--- config.mk ---
export PLATFORM = sky130hd
export DESIGN_NAME = branch_offset_encoder
export DESIGN_NICKNAME = d
export VERILOG_FILES = /design/src/rtl/branch_offset_encoder.sv
export SDC_FILE = /design/constraint.sdc
export NUM_CORES = 1
export LEC_CHECK = 0
export ABC_AREA = 1
export BUFFER_PORTS_ARGS = -buffer_cell sky130_fd_sc_hd__buf_2
export CAP_MARGIN = 20
export CORE_ASPECT_RATIO = 1.5
export CORE_UTILIZATION = 35
export DETAILED_ROUTE_END_ITERATION = 8
export GPL_TIMING_DRIVEN = 1
export PLACE_DENSITY = 0.66
export SYNTH_ARGS = -nofsm -noshare
export SYNTH_HDL_FRONTEND = slang
export SYNTH_SLANG_ARGS = --single-unit
--- constraint.sdc ---
create_clock -name clk -period 1.2 [get_ports clk]
set_input_delay 0.24 -clock clk [delete_from_list [all_inputs] [get_ports clk]]
set_output_delay 0.24 -clock clk [all_outputs]
set_load 0.03 [all_outputs]
--- src/rtl/branch_offset_encoder.sv ---
// Two-stage elastic encoder: (pc, target) -> 12-bit halfword branch immediate with error flags.
// Define OFFSET_SAT_EN to clamp the immediate of out-of-range beats to +4094 / -4096.
module branch_offset_encoder #(
    parameter int CNT_W = 8
) (
    input  logic             clk,
    input  logic             rst_n,
    input  logic             in_valid,
    output logic             in_ready,
    input  logic [15:0]      pc,
    input  logic [15:0]      target,
    output logic             out_valid,
    input  logic             out_ready,
    output logic [11:0]      imm,
    output logic             misaligned,
    output logic             overflow,
    output logic [CNT_W-1:0] err_count
);

    logic             s1_valid_q;
    logic [15:0]      diff_q;
    logic             out_valid_q;
    logic [11:0]      imm_q;
    logic             mis_q;
    logic             ovf_q;
    logic [CNT_W-1:0] cnt_q;

    logic             s2_load;
    logic             accept;
    logic             xfer;
    logic [11:0]      imm_d;
    logic             mis_d;
    logic             ovf_d;

    // S1 moves whenever S2 is loading, so in_ready follows out_ready combinationally.
    assign s2_load  = !out_valid_q || out_ready;
    assign in_ready = rst_n && (!s1_valid_q || s2_load);
    assign accept   = in_valid && in_ready;
    assign xfer     = out_valid_q && out_ready;

    always_comb begin
        mis_d = diff_q[0];
        ovf_d = (diff_q[15:13] != {3{diff_q[12]}});
        imm_d = diff_q[12:1];
`ifdef OFFSET_SAT_EN
        if (ovf_d) begin
            imm_d = diff_q[15] ? 12'h800 : 12'h7FF;
        end
`endif
    end

    always_ff @(posedge clk or negedge rst_n) begin
        if (!rst_n) begin
            s1_valid_q  <= 1'b0;
            diff_q      <= '0;
            out_valid_q <= 1'b0;
            imm_q       <= '0;
            mis_q       <= 1'b0;
            ovf_q       <= 1'b0;
            cnt_q       <= '0;
        end else begin
            if (in_ready) begin
                s1_valid_q <= accept;
            end
            if (accept) begin
                diff_q <= target - pc;
            end
            if (s2_load) begin
                out_valid_q <= s1_valid_q;
                if (s1_valid_q) begin
                    imm_q <= imm_d;
                    mis_q <= mis_d;
                    ovf_q <= ovf_d;
                end
            end
            if (xfer && (mis_q || ovf_q) && (cnt_q != '1)) begin
                cnt_q <= cnt_q + CNT_W'(1);
            end
        end
    end

    assign out_valid  = out_valid_q;
    assign imm        = imm_q;
    assign misaligned = mis_q;
    assign overflow   = ovf_q;
    assign err_count  = cnt_q;

endmodule

==> summary.md, run 1 <==
| Metric | Value |
|---|---|
| Final instance area | `4210 sq um` |
| WL met2 | `3610 um` |
| Final period util | `114%` |
| Final ANT Viol Nets | `0` |
| Synth Area per Inst | `around 6.8 sq um` |
| Most common cell in the netlist | `nand2_1` |
| IO Port Bufs | `59` |
| Int Pwr | `0.00380 W` |
| WP data arrival | `1.13 ns` |
| Setup TNS | `-1.50 ns` |
| Overall power | `0.00626 W` |
| Layout overhead on the synthesized area | `59.0%` |
| Top cells by count, synth | `nand2_1, inv_1, dfrtp_1` |
| Cell family with most CP delay | `flip-flops` |
| Core Rows | `38` |
| Seq pwr share | `32.5%` |
| Share of cells above drive strength 1 | `a little over two fifths` |
| Initial drt markers | `87` |
| Pre-CTS WS | `-0.502 ns` |
| Metal3 WL | `215 um` |
| CP max-delay cell | `dfrtp_1` |
| Post-Syn Area | `2650 sq um` |
| Inserted Clock Buffers | `5` |
| Combinational fraction of design power | `48.5%` |
| Sequential fraction of the synthesis area | `37.8%` |
| Cell Chain, Critical Path | `inv_1, o21ai_4, inv_2, buf_6` |
| DP HPWL | `4940 um` |
| Layout Nets | `between 500 and 600` |
| # IOs | `60` |
| Worst Max-Slew Pin Slew | `0.492 ns` |
| Startpoint Class | `register` |
| Largest net degree at the start of global routing | `41` |
| CTS H-tree lvls | `2` |
| Setup violators final | `17` |
| Synth Area in XOR/XNOR | `2.97%` |
| Yosys Warn Count | `0` |
| Slew headroom | `67.2%` |
| Synth cell types | `27` |
| Worst Path Required | `0.96 ns` |
| Antenna violations before repair | `0` |
| RSZ-0062 raised after global routing | `true` |
| Reported max-cap violation count | `0` |
| Final WL | `6510 um` |
| DR top layer | `met4` |
| Vias in the first global route | `2,501` |
| Die Span X | `approximately 73 um` |
| Mux contribution to synthesized area | `0%` |
| Status | `finished, violations left` |
| Syn nets | `441` |
| Area after DPL | `3590 sq um` |
| Leak | `2.25 nW` |
| Initial Util | `36.4%` |
| P per Cell Area | `1490 nW/um^2` |
| Overflow left after global routing | `0` |
| Clock transition at path regs | `0.07 ns` |
| CTS Buffer Depth | `2` |
| Setup slack after layout | `-0.168 ns` |
| TritonCTS sink count | `40` |
| Combinational family with the most area after synthesis | `simple AND/OR/NAND/NOR gates` |
| Worst skew pair latency | `~0.29 ns` |
| Tot GR Track Use | `16.9%` |
| Sw frac | `39.3%` |
| Avg WL per Cell | `10.9 um` |
| First-pass GRT wire length | `10,600 um` |
| Tmin final | `1.37 ns` |
| Buf/Inv on CP | `3` |
| Switch Pwr | `0.00246 W` |
| FFs w/ async S/R, synth | `100%` |
| DRT Pass-1 Iters | `4` |
| Vias per std cell | `4.44` |
| Core Box Area | `7270 sq um` |
| Filler Cells Inserted | `~630` |
| Residual DRC | `0` |
| Max-slew violations | `0` |
| Hold Vio Cnt, Final | `0` |
| Via count | `2,651` |
| Simple-gate share of the synthesized area | `32.7%` |
| Layout Utilization | `57.9%` |
| RePlAce Congestion | `0.899` |
| Peak supply drop | `0.000685 V` |
| Post-synth EDFFs | `0` |
| Compound-cell area share of the yosys netlist | `6.80%` |
| Die Ht | `approximately 110 um` |
| DRT met1 WL | `between 2000 and 3000 um` |
| Antenna cells | `0` |
| Full die area | `7930 sq um` |
| Max stage delay on crit path | `between 0.3 and 0.4 ns` |
| Hold-fix buffers, CTS | `0` |
| Top FF cell, synth | `dfrtp_1` |
| Clock share of power | `19.1%` |
| Crit path max fanout | `2` |
| Top post-synthesis cells by area | `dfrtp_1, nand2_1, inv_1` |
| Worst Skew | `0.00183 ns` |
| Synth Area in Adders | `between 8 and 9%` |
| #FFs+latches synth | `40` |
| Max frequency | `about 730 MHz` |
| Yosys top cell area share | `37.8%` |
| CTS root buf | `clkbuf_8` |
| Violated checks | `setup timing` |
| CTS tree | `done` |
| Crit Path Class | `register to output pin` |
| Worst Hold Class | `input port to asynchronous set/reset pin` |
| Worst setup EP type | `output pin` |
| Synthesized netlist cell count | `388` |
| Synth area leader | `dfrtp_1` |
## state kept, by name, indices dropped and copies added (netlist names)
signal      count
err_count       8
overflow        1
out_valid       1
imm            12
diff_q         16
misaligned      1
s1_valid_q      1
## placed cells by master (no fill, tap or decap), drive strengths merged
master and n:
nand2 152, buf 106, inv 75, dfrtp 40, o21ai 23, nand3 23
nor2 19, ha 16, clkbuf 7, a21oi 7, xor2 6, nor3 5
or2 4, xnor2 3, nand3b 2, o22ai 2, nor4 1, a21boi 1
nand4 1, and2 1, a31oi 1, fa 1, bufinv 1
## stage by stage
| step | hold slack (ns) | instances |
|---|---|---|
| after global routing | 0.138 | 597 |
| after detailed placement | 0.390 | 580 |
| after global placement | 0.388 | 580 |
| final | 0.0832 | 597 |
| after floorplan | -0.0556 | 388 |
| after CTS | 0.0836 | 593 |
## power by group through the flow
stage          registers (W)  clock network [W]  logic (W)
3_3_place_gp         0.00202                  0    0.00252
3_5_place_dp         0.00204                  0    0.00257
2_1_floorplan        0.00258                  0    0.00107
4_1_cts              0.00203            0.00123    0.00280
6_report             0.00203            0.00119    0.00304
5_1_grt              0.00208            0.00128    0.00332
## per-layer routing
layer	track usage, %	vias to the layer above
met4	6.72	0
met3	2.14	14
met2	32.5	56
met1	18.1	1183
met5	0	-
li1	-	1398
## logic make-up after synthesis
family	count (synthesis)
AOI/OAI and AO/OA	34
and+or+nand+nor	208
adders and majority gates	17
DFF	40
xor gates and xnor gates	9
buffers and inverters	80
## layout make-up
| cell class | count | area (sq um) | share of cell area [%] |
|---|---|---|---|
| multi-input combinational | 268 | 1800 | 42.7 |
| sequential | 40 | 1010 | 24.0 |
| timing repair buffer | 106 | 837 | 19.9 |
| inverter | 75 | 317 | 7.51 |
| tap | 100 | 125 | 2.97 |
| clock buffer | 7 | 96.3 | 2.29 |
| clock inverter | 1 | 30.0 | 0.713 |
## final timing paths
check	depth (start not counted)	slack, ns	endpoint	startpoint
min in group clk	3	0.26	diff_q[0]	pc[0]
max in group asynchronous	2	0.75	overflow	rst_n
max reg2reg	6	-0.13	err_count[4]	err_count[0]
max	4	-0.17	in_ready	s1_valid_q
min reg2reg	2	0.48	misaligned	diff_q[0]
min	2	0.08	imm[6]	rst_n
## worst register-to-register path: stages, from the launching register on
cell and delay (ns):
dfrtp_2 0.40, ha_4 0.14, inv_2 0.05, nor4_4 0.30, a21boi_2 0.16, nand2_1 0.09, o21ai_1 0.07
## what timing repair did
item / in CTS / in global routing
setup endpoints to repair: 30 / 42
pin swaps: 8 / 40
buffers inserted: 5 / 4
resized for setup: 32 / 97
Note: power is estimated with default switching activity, not from simulation.
==> run 2, diff against run 1 <==
--- a/config.mk
+++ b/config.mk
@@ -13,6 +13,7 @@
 export DETAILED_ROUTE_END_ITERATION = 8
 export GPL_TIMING_DRIVEN = 1
 export PLACE_DENSITY = 0.66
+export RECOVER_POWER = 50
 export SYNTH_ARGS = -nofsm -noshare
 export SYNTH_HDL_FRONTEND = slang
 export SYNTH_SLANG_ARGS = --single-unit
==> run 2 against run 1 <==
Net effect: the flow still finishes with violations (setup timing); sequential power about the same; flip-flop and latch count unchanged; combinational power about the same; first-iteration DRC count decreased by 1.1%; clock-buffer cell count unchanged; hold slack improved by 0.18 ns; final area about the same; die area unchanged; maximum frequency about the same; critical endpoint unchanged.
==> summary.md, run 2 (synthesis gave the netlist of run 1 again) <==
| Metric | Value |
|---|---|
| Full die area | `7930 sq um` |
| Worst Path Required | `approximately 0.96 ns` |
| First-pass GRT wire length | `10,600 um` |
| Initial Util | `36.4%` |
| CP max-delay cell | `dfrtp_1` |
| Avg WL per Cell | `10.9 um` |
| Overflow left after global routing | `0` |
| Worst Skew | `around 0.0018 ns` |
| Crit path max fanout | `2` |
| Worst Hold Class | `input port to register` |
| R2r setup slk | `-0.13 ns` |
| Hold Vio Cnt, Final | `0` |
| RSZ-0062 raised after global routing | `true` |
| Max frequency | `731 MHz` |
| TritonCTS sink count | `40` |
| FF+latch area | `1010 sq um` |
| Tmin final | `~1.4 ns` |
| Worst skew pair latency | `0.29 ns` |
| R2r startpoint | `err_count[0]` |
| Worst Max-Slew Pin Slew | `~0.96 ns` |
| Die Span X | `73.0 um` |
| Cell count along the critical path | `4` |
| Post-Layout Cell Count | `597` |
| Hold wc startpoint | `pc[0]` |
| CTS H-tree lvls | `2` |
| Placed cell count | `between 500 and 600` |
| Setup violators final | `17` |
| Final WL | `6510 um` |
| R2R depth | `6` |
| Most common cell after layout, fill and taps aside | `nand2_1` |
| DP HPWL | `4940 um` |
| Layout Nets | `549` |
| CTS Buffer Depth | `2` |
| Die Ht | `~110 um` |
| Tot GR Track Use | `16.9%` |
| Hold path depth | `3` |
| # IOs | `60` |
| Final period util | `114%` |
| Via count | `2,644` |
| Residual DRC | `0` |
| P per Cell Area | `1490 nW/um^2` |
| Slew headroom | `about 36%` |
| Core Box Area | `just over 7000 sq um` |
| Clock transition at path regs | `0.07 ns` |
| Peak supply drop | `0.000684 V` |
| Reg with most FFs | `diff_q` |
| Status | `finished, violations left` |
| IO Port Bufs | `59` |
| RePlAce Congestion | `approximately 0.9` |
| Setup TNS | `-1.50 ns` |
| Hold path endpoint | `diff_q[0]` |
| Violated checks | `setup timing` |
| Buf/Inv on CP | `3` |
| Startpoint Class | `register` |
| Cell Chain, Critical Path | `inv_1, o21ai_4, inv_2, buf_6` |
| Worst setup EP type | `output pin` |
| Initial drt markers | `86` |
| Filler Cells Inserted | `630` |
| FF-to-FF End | `err_count[4]` |
| CTS tree | `done` |
| Antenna cells | `0` |
| Crit Path Class | `register to output pin` |
| Setup slack after layout | `-0.168 ns` |
| Vias per std cell | `4.43` |
| DRT Pass-1 Iters | `4` |
| Reported max-cap violation count | `0` |
| Leak | `2.24 nW` |
| Largest net degree at the start of global routing | `41` |
| Footprint of the multi-input gates | `about 1800 sq um` |
| Commonest cells after routing, fill and taps aside | `nand2_1, inv_1, buf_2` |
| Cell family with most CP delay | `flip-flops` |
| Max stage delay on crit path | `0.35 ns` |
| WP data arrival | `1.13 ns` |
| CTS root buf | `clkbuf_8` |
| Core Rows | `38` |
| Final ANT Viol Nets | `0` |
| Layout overhead on the synthesized area | `58.8%` |
| Share of cells above drive strength 1 | `43.5%` |
| Overall power | `0.00626 W` |
| Max-slew violations | `0` |
| Inserted Clock Buffers | `5` |
| Antenna violations before repair | `0` |
| Largest register FFs | `16` |
| Vias in the first global route | `2,501` |
## run 2: layout make-up
| class | instances | share of cell area (%) |
|---|---|---|
| inverters | 75 | 7.52 |
| well taps | 100 | 2.97 |
| repair buffers | 106 | 19.8 |
| clock buffers | 7 | 2.29 |
| clock inverters | 1 | 0.713 |
| flip-flops and latches | 40 | 24.0 |
| multi-input cells | 268 | 42.7 |
## run 2: what timing repair did
item | CTS | global route
resized for setup | 32 | 97
pin swaps | 8 | 40
gates cloned | 0 | 0
hold buffers | 0 | 0
setup endpoints to repair | 30 | 42
setup buffers | 5 | 4
## run 2: worst max path at each step
| stage | endpoint | start | slack [ns] |
|---|---|---|---|
| after floorplan | diff_q[8] | target[0] | -0.19 |
| after global placement | diff_q[8] | target[0] | -0.44 |
| after CTS | in_ready | out_valid | -0.14 |
| final | in_ready | s1_valid_q | -0.17 |
| after global routing | in_ready | out_valid | -0.22 |
| after detailed placement | diff_q[12] | target[0] | -0.50 |
## run 2: metal layers
layer  up-vias  global-route usage, %  wire (um)
met5         -                      0          0
met4         0                   6.72        133
met3        14                   2.14        210
met2        52                   32.5       3610
met1      1179                   18.1       2550
li1       1399                      -          -
## run 2: where the power goes
group | switching, W | internal [W]
registers | 0.000272 | 0.00176
clock network | 0.000461 | 0.000734
logic | 0.00173 | 0.00131
total | 0.00246 | 0.00380
## run 2: metrics by stage
step                utilization, %  hold WS, ns  setup WS, ns  cell area [sq um]
floorplan                        -      -0.0556        -0.195               2890
global placement              49.3        0.388        -0.436               3590
detailed placement            49.3        0.390        -0.502               3590
CTS                           52.8       0.0836        -0.144               3840
global route                  57.9        0.259        -0.225               4210
finish                        57.9        0.263        -0.168               4210
## run 2: worst register-to-register path, cell delays in order, from the launching register on
cell and delay [ns]:
dfrtp_2 0.40, ha_4 0.14, inv_2 0.05, nor4_4 0.30
a21boi_2 0.16, nand2_1 0.09, o21ai_1 0.07
==> run 3, diff against run 2 <==
--- a/config.mk
+++ b/config.mk
@@ -8,7 +8,6 @@
 export ABC_AREA = 1
 export BUFFER_PORTS_ARGS = -buffer_cell sky130_fd_sc_hd__buf_2
 export CAP_MARGIN = 20
-export CORE_ASPECT_RATIO = 1.5
 export CORE_UTILIZATION = 35
 export DETAILED_ROUTE_END_ITERATION = 8
 export GPL_TIMING_DRIVEN = 1
==> run 3 against run 2 <==
Net effect: critical path depth unchanged; flip-flop and latch count did not move; largest cell class unchanged; critical path type unchanged; critical endpoint unchanged; cell count rose by 0.50%; the flow still finishes with violations (setup timing); first-iteration DRC count grew 20%; register-to-register slack got worse by 0.02 ns; non-clock buffer count rose by 4; worst setup slack gained 0.020 ns; sequential power about the same; clock-buffer cell count is 1 higher.
==> summary.md, run 3 (synthesis gave the netlist of run 1 again) <==
| Metric | Value |
|---|---|
| DP HPWL | `4750 um` |
| Reg with most FFs | `diff_q` |
| Vias in the first global route | `2,403` |
| Setup violators final | `30` |
| First-pass GRT wire length | `10,200 um` |
| Final period util | `112%` |
| Initial Util | `36.3%` |
| Worst Hold Class | `input port to asynchronous set/reset pin` |
| Leak | `approximately 2.2 nW` |
| DRT Pass-1 Iters | `4` |
| Peak supply drop | `0.000556 V` |
| RSZ-0062 raised after global routing | `true` |
| Busiest grt layer | `met2` |
| TritonCTS sink count | `40` |
| Most common cell after layout, fill and taps aside | `nand2_1` |
| Core Box Area | `7290 sq um` |
| Residual DRC | `0` |
| Worst Path Required | `0.96 ns` |
| Switch Pwr | `0.00245 W` |
| Antenna cells | `0` |
| Max frequency | `742 MHz` |
| Share of cells above drive strength 1 | `35.9%` |
| Tot GR Track Use | `between 10% and 20%` |
| Avg WL per Cell | `10.4 um` |
| Largest net degree at the start of global routing | `41` |
| Die Span X | `89.0 um` |
| Worst setup EP type | `output pin` |
| Clock share of power | `15.8%` |
| Int Pwr | `0.00366 W` |
| Commonest cells after routing, fill and taps aside | `nand2_1, inv_1, buf_2` |
| Initial drt markers | `103` |
| Met2 usage | `30.4%` |
| Worst Skew | `0.0105 ns` |
| Vias per std cell | `4.35` |
| Startpoint Class | `register` |
| Full die area | `7920 sq um` |
| IO Port Bufs | `59` |
| Crit path max fanout | `2` |
| Inserted Clock Buffers | `5` |
| Layout overhead on the synthesized area | `50.0%` |
| # IOs | `60` |
| Met3 usage | `under 10%` |
| Post-Layout Cell Count | `600` |
| Combinational fraction of design power | `51.0%` |
| Sw frac | `around 40%` |
| Placed cell count | `580` |
| Worst Max-Slew Pin Slew | `0.984 ns` |
| Overflow left after global routing | `0` |
| Hold Vio Cnt, Final | `0` |
| Tmin final | `1.35 ns` |
| Clock transition at path regs | `0.08 ns` |
| CTS Buffer Depth | `2` |
| Setup slack after layout | `-0.148 ns` |
| Via count | `2,610` |
| Die Ht | `89.0 um` |
| Slew headroom | `34.4%` |
| P per Cell Area | `1540 nW/um^2` |
| WP data arrival | `1.11 ns` |
| Layout Utilization | `a little over half` |
| CTS root buf | `clkbuf_8` |
| Final WL | `6220 um` |
| CTS H-tree lvls | `2` |
| M1 GR Usage | `19.4%` |
| Worst skew pair latency | `0.29 ns` |
| Max-slew violations | `0` |
| Violated checks | `setup timing` |
| Crit Path Class | `register to output pin` |
| Layout Nets | `between 500 and 600` |
| Largest register FFs | `16` |
| Antenna violations before repair | `0` |
| Seq pwr share | `33.2%` |
| CTS tree | `done` |
| Status | `finished, violations left` |
| Final ANT Viol Nets | `0` |
| Reported max-cap violation count | `0` |
| Filler Cells Inserted | `729` |
| Core Rows | `31` |
| RePlAce Congestion | `0.865` |
| Pre-CTS WS | `-0.456 ns` |
[run 3: worst paths after layout]
path | start | to | slack (ns) | depth (start not counted)
max | out_valid | in_ready | -0.15 | 4
min | rst_n | err_count[4] | 0.28 | 2
max reg2reg | err_count[0] | err_count[4] | -0.15 | 7
min reg2reg | diff_q[11] | imm[10] | 0.47 | 2
max in group asynchronous | rst_n | overflow | 0.25 | 2
min in group clk | pc[0] | diff_q[0] | 0.29 | 3
[run 3: per-stage QoR]
step	total power [W]	hold WS, ns	setup TNS, ns	cell area (sq um)
floorplan	0.00365	-0.0556	-2.47	2890
global placement	0.00456	0.387	-5.30	3600
detailed placement	0.00462	0.393	-5.99	3600
CTS	0.00595	0.0841	-2.03	3860
global route	0.00654	0.311	-4.42	3980
finish	0.00610	0.275	-2.35	3980
[run 3: repair_timing]
item                       in CTS  in global routing
hold buffers                    0                  0
pin swaps                       7                 12
setup buffers                   8                  5
resized for setup              39                 28
hold endpoints to repair        0                  0
setup endpoints to repair      32                 47
[run 3: metal layers]
layer  vias to the layer above  part of all wire (%)
li1                       1401                     -
met1                      1147                    44
met2                        53                    50
met3                         9                   4.5
met4                         0                   1.1
met5                         -                     0
[run 3: final cells by class]
type | count | area [sq um] | share of cell area, %
inverter | 75 | 312 | 7.84
clock buffer | 8 | 100 | 2.52
tap | 99 | 124 | 3.12
timing repair buffer | 110 | 781 | 19.6
multi-input combinational | 268 | 1650 | 41.5
sequential | 40 | 1010 | 25.4
[run 3: power by group through the flow]
stage	registers [W]	logic, W	clock network (W)
after floorplan	0.00258	0.00107	0
after global placement	0.00201	0.00255	0
after detailed placement	0.00202	0.00260	0
after CTS	0.00201	0.00294	0.000999
after global routing	0.00207	0.00342	0.00105
final	0.00203	0.00311	0.000964
[run 3: critical path: stages (launching register included)]
cell,delay (ns)
dfrtp_2,0.40
nand2_4,0.06
o21ai_4,0.17
inv_2,0.06
buf_6,0.13
